[src/rtl/mips_pkg.sv]
// Shared encodings for the EX-stage multiply/divide unit: op codes, FSM states
// and the divide-by-zero quotient constant.
package mips_pkg;

    typedef enum logic [2:0] {
        OP_MULT  = 3'd0,
        OP_MULTU = 3'd1,
        OP_DIV   = 3'd2,
        OP_DIVU  = 3'd3,
        OP_MTHI  = 3'd4,
        OP_MTLO  = 3'd5
    } md_op_e;

    typedef enum logic [1:0] {
        ST_IDLE = 2'd0,
        ST_CALC = 2'd1,
        ST_FIX  = 2'd2
    } md_state_e;

    localparam logic [31:0] DIV0_LO = 32'hFFFF_FFFF;

endpackage

[src/rtl/muldiv_step.sv]
// One radix-2 iteration on the shared {upper, lower} accumulator: shift-add
// multiply (shift right) or restoring divide (shift left, trial subtract).
module muldiv_step #(
    parameter int WIDTH = 32
) (
    input  logic               is_div_i,
    input  logic [2*WIDTH-1:0] acc_i,
    input  logic [WIDTH-1:0]   opb_i,
    output logic [2*WIDTH-1:0] acc_o
);

    logic [WIDTH:0] sum;
    logic [WIDTH:0] rem_sh;
    logic [WIDTH:0] diff;

    always_comb begin
        sum    = {1'b0, acc_i[2*WIDTH-1:WIDTH]} + (acc_i[0] ? {1'b0, opb_i} : '0);
        // Remainder after the left shift can need WIDTH+1 bits before the subtract.
        rem_sh = acc_i[2*WIDTH-1:WIDTH-1];
        diff   = rem_sh - {1'b0, opb_i};
        if (!is_div_i)
            acc_o = {sum, acc_i[WIDTH-1:1]};
        else if (!diff[WIDTH])
            acc_o = {diff[WIDTH-1:0], acc_i[WIDTH-2:0], 1'b1};
        else
            acc_o = {rem_sh[WIDTH-1:0], acc_i[WIDTH-2:0], 1'b0};
    end

endmodule

[src/rtl/muldiv_unit.sv]
// Iterative MULT/MULTU/DIV/DIVU unit holding HI/LO. Define MULDIV_FAST_MULT_EN
// to compute multiplies in a single edge with a full-width multiplier.
module muldiv_unit
    import mips_pkg::*;
#(
    parameter int WIDTH = 32,
    parameter int CNT_W = 6
) (
    input  logic             clk,
    input  logic             rst_n,
    input  logic             start,
    input  logic [2:0]       op,
    input  logic             flush,
    input  logic [WIDTH-1:0] rs_val,
    input  logic [WIDTH-1:0] rt_val,
    output logic [WIDTH-1:0] hi,
    output logic [WIDTH-1:0] lo,
    output logic             busy,
    output logic             done
);

    md_state_e          state_q, state_d;
    logic [CNT_W-1:0]   cnt_q, cnt_d;
    logic [2*WIDTH-1:0] acc_q, acc_d, acc_step;
    logic [WIDTH-1:0]   opb_q, opb_d;
    logic [WIDTH-1:0]   hi_q, hi_d, lo_q, lo_d;
    logic               is_div_q, is_div_d;
    logic               neg_q, neg_d;
    logic               rem_neg_q, rem_neg_d;
    logic               div0_q, div0_d;
    logic               busy_q, busy_d;
    logic               done_q, done_d;

    logic               signed_op, a_neg, b_neg;
    logic [WIDTH-1:0]   a_mag, b_mag, quo, rem;
    logic [2*WIDTH-1:0] prod;

    muldiv_step #(.WIDTH(WIDTH)) u_step (
        .is_div_i (is_div_q),
        .acc_i    (acc_q),
        .opb_i    (opb_q),
        .acc_o    (acc_step)
    );

    always_comb begin
        signed_op = !op[0];
        a_neg     = signed_op && rs_val[WIDTH-1];
        b_neg     = signed_op && rt_val[WIDTH-1];
        a_mag     = a_neg ? -rs_val : rs_val;
        b_mag     = b_neg ? -rt_val : rt_val;
        prod      = neg_q ? -acc_q : acc_q;
        quo       = acc_q[WIDTH-1:0];
        rem       = acc_q[2*WIDTH-1:WIDTH];
    end

    always_comb begin
        state_d   = state_q;
        cnt_d     = cnt_q;
        acc_d     = acc_q;
        opb_d     = opb_q;
        hi_d      = hi_q;
        lo_d      = lo_q;
        is_div_d  = is_div_q;
        neg_d     = neg_q;
        rem_neg_d = rem_neg_q;
        div0_d    = div0_q;
        busy_d    = busy_q;
        done_d    = 1'b0;
        case (state_q)
            ST_IDLE: begin
                if (start && !flush) begin
                    case (md_op_e'(op))
                        OP_MTHI: hi_d = rs_val;
                        OP_MTLO: lo_d = rs_val;
                        OP_MULT, OP_MULTU, OP_DIV, OP_DIVU: begin
                            is_div_d  = op[1];
                            neg_d     = a_neg ^ b_neg;
                            rem_neg_d = a_neg;
                            div0_d    = op[1] && (rt_val == '0);
                            opb_d     = b_mag;
                            // Dividend or multiplier starts in the low half for both algorithms.
                            acc_d     = {{WIDTH{1'b0}}, a_mag};
                            cnt_d     = CNT_W'(WIDTH);
                            busy_d    = 1'b1;
                            state_d   = ST_CALC;
`ifdef MULDIV_FAST_MULT_EN
                            if (!op[1]) begin
                                acc_d   = (2*WIDTH)'(a_mag) * (2*WIDTH)'(b_mag);
                                state_d = ST_FIX;
                            end
`endif
                        end
                        default: ;
                    endcase
                end
            end
            ST_CALC: begin
                if (flush) begin
                    busy_d  = 1'b0;
                    state_d = ST_IDLE;
                end else begin
                    acc_d = acc_step;
                    cnt_d = cnt_q - CNT_W'(1);
                    if (cnt_q == CNT_W'(1))
                        state_d = ST_FIX;
                end
            end
            ST_FIX: begin
                busy_d  = 1'b0;
                state_d = ST_IDLE;
                if (!flush) begin
                    done_d = 1'b1;
                    if (is_div_q) begin
                        // Remainder magnitude equals |dividend| on /0, so the sign fix restores rs_val.
                        lo_d = div0_q ? WIDTH'(DIV0_LO) : (neg_q ? -quo : quo);
                        hi_d = rem_neg_q ? -rem : rem;
                    end else begin
                        hi_d = prod[2*WIDTH-1:WIDTH];
                        lo_d = prod[WIDTH-1:0];
                    end
                end
            end
            default: begin
                busy_d  = 1'b0;
                state_d = ST_IDLE;
            end
        endcase
    end

    always_ff @(posedge clk or negedge rst_n) begin
        if (!rst_n) begin
            state_q   <= ST_IDLE;
            cnt_q     <= '0;
            acc_q     <= '0;
            opb_q     <= '0;
            hi_q      <= '0;
            lo_q      <= '0;
            is_div_q  <= 1'b0;
            neg_q     <= 1'b0;
            rem_neg_q <= 1'b0;
            div0_q    <= 1'b0;
            busy_q    <= 1'b0;
            done_q    <= 1'b0;
        end else begin
            state_q   <= state_d;
            cnt_q     <= cnt_d;
            acc_q     <= acc_d;
            opb_q     <= opb_d;
            hi_q      <= hi_d;
            lo_q      <= lo_d;
            is_div_q  <= is_div_d;
            neg_q     <= neg_d;
            rem_neg_q <= rem_neg_d;
            div0_q    <= div0_d;
            busy_q    <= busy_d;
            done_q    <= done_d;
        end
    end

    assign hi   = hi_q;
    assign lo   = lo_q;
    assign busy = busy_q;
    assign done = done_q;

endmodule

[config.mk]
export PLATFORM = sky130hd
export DESIGN_NAME = muldiv_unit
export DESIGN_NICKNAME = d
export VERILOG_FILES = /design/src/rtl/mips_pkg.sv /design/src/rtl/muldiv_step.sv /design/src/rtl/muldiv_unit.sv
export SDC_FILE = /design/constraint.sdc
export NUM_CORES = 1
export LEC_CHECK = 0
export ABC_AREA = 0
export CAP_MARGIN = 20
export CORE_ASPECT_RATIO = 0.5
export CORE_MARGIN = 2
export CORE_UTILIZATION = 55
export CTS_BUF_LIST = sky130_fd_sc_hd__clkbuf_4
export DETAILED_ROUTE_END_ITERATION = 16
export MAX_ROUTING_LAYER = met4
export PLACE_DENSITY_LB_ADDON = 0.05
export SLEW_MARGIN = 40
export SYNTH_ARGS = -nofsm -noshare
export SYNTH_HDL_FRONTEND = slang
export SYNTH_HIERARCHICAL = 1
export SYNTH_SLANG_ARGS = --single-unit
export TNS_END_PERCENT = 1
[constraint.sdc]
create_clock -name clk -period 3 [get_ports clk]
set_input_delay 0.6 -clock clk [delete_from_list [all_inputs] [get_ports clk]]
set_output_delay 0.6 -clock clk [all_outputs]
set_load 0.03 [all_outputs]
==> parameters.txt, run 1 <==
Parameter                              Value

STA
  Rel. slew slack ... 49.3%
  Post-layout minimum cycle time ... 3.29 ns
  Max Slew Vio Count ... 0
  PnR worst setup slack ... -0.288 ns
  Number of failing hold endpoints at the final stage ... 0
  Total setup violations reported at the end of the flow ... 33
  Setup repair after global routing missed its margin ... yes
  Timing-limited maximum frequency ... 304 MHz
  Fin Clk Skew ... 0.0282 ns
  Actual transition at the worst max-transition pin ... 0.760 ns
  Share of the clock period used by the worst path ... 110%

Synthesis
  Yosys warning count ... 6
  Area fraction in compound gates after synthesis ... 26.6%
  Leading register cell type out of synthesis ... dfrtp_1
  Adder-cell share of the synthesized area ... 6.06%
  Share of the synthesized netlist area taken by xor and xnor gates ... 9.44%
  Synth area leaders ... dfrtp_1, o21ai_0, xor2_1
  Syn avg cell area ... 7.79 µm²
  Number of synthesized flops with an enable pin ... 0
  Area leader, netlist ... dfrtp_1
  Share of synthesized area spent on multiplexers ... 2.98%
  Combinational family with the most area after synthesis ... compound AO/OA/AOI/OAI gates
  Synthesized cell area ... 15,100 µm²
  Nets in the synthesized netlist ... 2,084
  Synth Area in Simple Gates ... 21.5%
  Sequential-to-total area share from yosys stat ... 28.8%
  Cells after Synth ... 1,941
  Synth top area share ... 28.8%
  Flip-flop and latch count after synthesis ... 174
  Share of synthesized flip-flops with an asynchronous set or reset ... 100%
  Number of distinct library cells after synthesis ... 91

Global routing
  Largest net degree at the start of global routing ... 63
  Total global routing overflow ... 0
  Via count of the first global-routing pass ... 14,710
  Number of antenna violations at the first check in global routing ... 3
  First-pass GRT wire length ... 80,800 µm
  Tot GR Track Use ... 37.2%

Cells and area
  Number of standard cells in the final layout excluding fillers ... 2,655
  Fraction of layout instances using a drive strength above 1 ... 19.8%
  Sequential Area ... 4360 µm²
  Filler cell count in the final layout ... 2,197
  Finished Core Util ... 72.4%
  Net total in the final layout ... 2,433
  Area taken by multi-input logic gates ... 10,400 µm²
  Post-synthesis to final-layout area growth ... 28.0%
  Post-route cell area ... 19,400 µm²

Power and ir drop
  Overall power ... 12,800 µW
  Power per unit of standard cell area ... 663 nW/µm²
  Static Leak ... 0.00864 µW
  IR drop worst, VDD ... 0.278 mV

Floorplan
  Horizontal die dimension ... 239 µm
  Core area ... 26,700 µm²
  Area enclosed by the die boundary ... 28,900 µm²
  Starting utilization of the core area ... 56.5%
  Standard-cell rows ... 42
  Count of boundary I/O pins ... 137
  Die outline height ... 121 µm

Setup path
  Highest net fanout along the worst path ... 3
  Endpoint kind of the worst setup timing path ... flip-flop
  Data arrival time at the worst-slack endpoint ... 3.87 ns
  Critical path type ... reg -> reg
  Startpoint class of the critical path ... flip-flop
  Crit path required time ... 3.59 ns

Hold path
  Worst hold path class ... in -> async

Drt
  WL per Instance ... 19.4 µm
  Violation count after the first detailed-route iteration ... 1,644
  Total length of routed wires ... 51,500 µm
  First drt pass iteration count ... 6
  Antenna viol nets, final ... 0
  Routed vias/inst ... 6.10
  Via total after detailed routing ... 16,207
  DRC errors left ... 0

Clock network
  Clock Tree Root ... clkbuf_4
  Clock tree from TritonCTS ... yes
  Clock buffer count from CTS ... 17
  Latest clock arrival within the worst-skew pair ... 0.66 ns
  Maximum clock insertion buffer count ... 2
  CTS clk-pin slew, worst paths ... 0.17 ns
  Total number of clock tree sinks ... 174
  Maximum level of the CTS H-tree ... 4

Placement
  Final weighted congestion in routability-driven placement ... 1.01
  Placement Cell Area ... 18,800 µm²
  Placed wire-length estimate after detailed placement ... 40,000 µm
  Count of input and output buffers ... 136
  Cell total after placement ... 2,616

Outcome
  Failing checks ... setup timing
  Result of the run ... finished with violations

Job
  Maximum capacitance violations ... 0
## path summary, 6_finish.rpt
path	slack, ns	from	to	cells past startpoint
min	0.47	rst_n	lo[27]	2
max	-0.29	opb_q[0]	acc_q[61]	15
max in group asynchronous	1.73	rst_n	acc_q[1]	3
min in group clk	0.50	lo[17]	lo[17]	1
max reg2reg	-0.29	opb_q[0]	acc_q[61]	15
min reg2reg	0.50	lo[17]	lo[17]	1
## flip-flops by register name (all words and copies together) (netlist names), 2 cells and up
register / count
state_q: 2
hi: 32
lo: 32
acc_q: 64
cnt_q: 6
opb_q: 32
## final cells by class
type | count | area share, %
repair buffers | 435 | 19.1
clock buffers | 18 | 0.698
flip-flops and latches | 174 | 22.5
well taps | 352 | 2.28
inverters | 59 | 1.14
diodes | 2 | 0.0259
clock inverters | 12 | 0.588
multi-input cells | 1603 | 53.6
## cell usage in the layout, fill, tap and decap left out, types with 7 or more instances in the layout
cell type,instances
o22ai_1,28
nand2b_1,18
a21oi_1,157
o21a_1,11
mux2_2,31
a211oi_1,17
nor4_1,23
xnor2_1,60
buf_12,7
nor2b_1,11
and3_1,14
xor2_1,101
o41ai_1,12
nand3_1,36
a21o_1,40
a21oi_2,13
a221oi_1,8
dfrtp_1,169
mux2i_1,9
nand2_1,234
clkbuf_4,18
inv_1,57
clkdlybuf4s50_1,135
or2_2,9
nor2_1,166
o21ai_1,28
a31oi_1,14
nor3_1,46
o31ai_1,21
and2_1,39
or4_1,13
ha_1,65
nand4_1,15
o211ai_1,14
o21ai_0,189
or3_1,21
buf_4,290
## logic make-up (layout without fill, tap and decap cells)
| family | after synthesis | in the layout |
|---|---|---|
| buffers and inverters | 164 | 524 |
| multiplexers | 41 | 41 |
| flip-flops | 174 | 174 |
| other | 0 | 2 |
| AND/OR/NAND/NOR | 687 | 687 |
| XOR/XNOR | 163 | 163 |
| adder cells (fa/ha/maj) | 72 | 72 |
| AO/OA/AOI/OAI | 640 | 640 |
## through the flow
stage	TNS (ns)	hold WS (ns)	setup slack (ns)
after floorplan	-0.344	0.304	-0.226
after global placement	-4.75	0.461	-0.288
after detailed placement	-6.90	0.469	-0.347
after CTS	-2.55	0.477	-0.205
after global routing	-8.33	0.492	-0.413
final	-3.53	0.466	-0.288
## Yosys cell counts, types with 8 or more instances
master and number:
inv_1 57, and3_1 15, nor4_1 24, nand2_1 234, o21bai_1 8, xnor2_1 61
o31ai_1 23, ha_1 70, xor2_1 102, nor2b_1 14, nand4_1 15, nor2_1 173
and2_1 40, o21ai_0 209, mux2_2 31, dfrtp_1 174, mux2i_1 9, o211ai_1 14
a21oi_1 160, o22ai_1 28, o21ai_1 11, a221oi_1 8, nand2b_1 19, o41ai_1 13
or3_1 21, a211oi_1 20, or4_1 14, clkbuf_1 85, o21a_1 11, a21oi_2 10
a31oi_1 16, nand3_1 36, a21o_1 40, or2_2 9, nor3_1 48
## worst max-delay path, cell delays in order, from the launching register on
cell and delay (ns):
dfrtp_1 0.44, and2_4 0.17, ha_4 0.16, fa_2 0.37, a211oi_2 0.23, o21a_1 0.19, o21bai_2 0.09, a2111oi_4 0.38
nor3_2 0.10, o41ai_2 0.38, buf_4 0.18, xnor2_2 0.10, o21ai_1 0.08, a21oi_1 0.14, nand2_1 0.07, o21ai_1 0.12
## repair_timing
item	in CTS	in global routing
gates resized for setup	43	23
setup buffers	3	2
hold buffers	1	0
setup endpoints to repair	33	36
pin swaps	10	4
endpoints found under the hold margin	56	0
## where the power goes
part	internal (µW)	switching, µW	leakage [µW]	total, µW
combinational	3560	4360	0.00634	7920
sequential	2920	624	0.00218	3540
clock	419	966	0.000129	1390
## layer usage
layer | vias to the layer above | routed length (µm) | global-route usage (%)
met5 | - | 0 | -
met4 | 0 | 1150 | 10.2
met3 | 76 | 5200 | 8.44
met2 | 744 | 21800 | 54.3
met1 | 7668 | 23400 | 51.8
li1 | 7719 | - | -
Power figures use the tool's default switching activity.
==> run 2, diff against run 1 <==
GPL_ROUTABILITY_DRIVEN = 1   (was default)
==> results of run 2 <==
The final DEF is identical to that of run 1; final timing and power are the same.
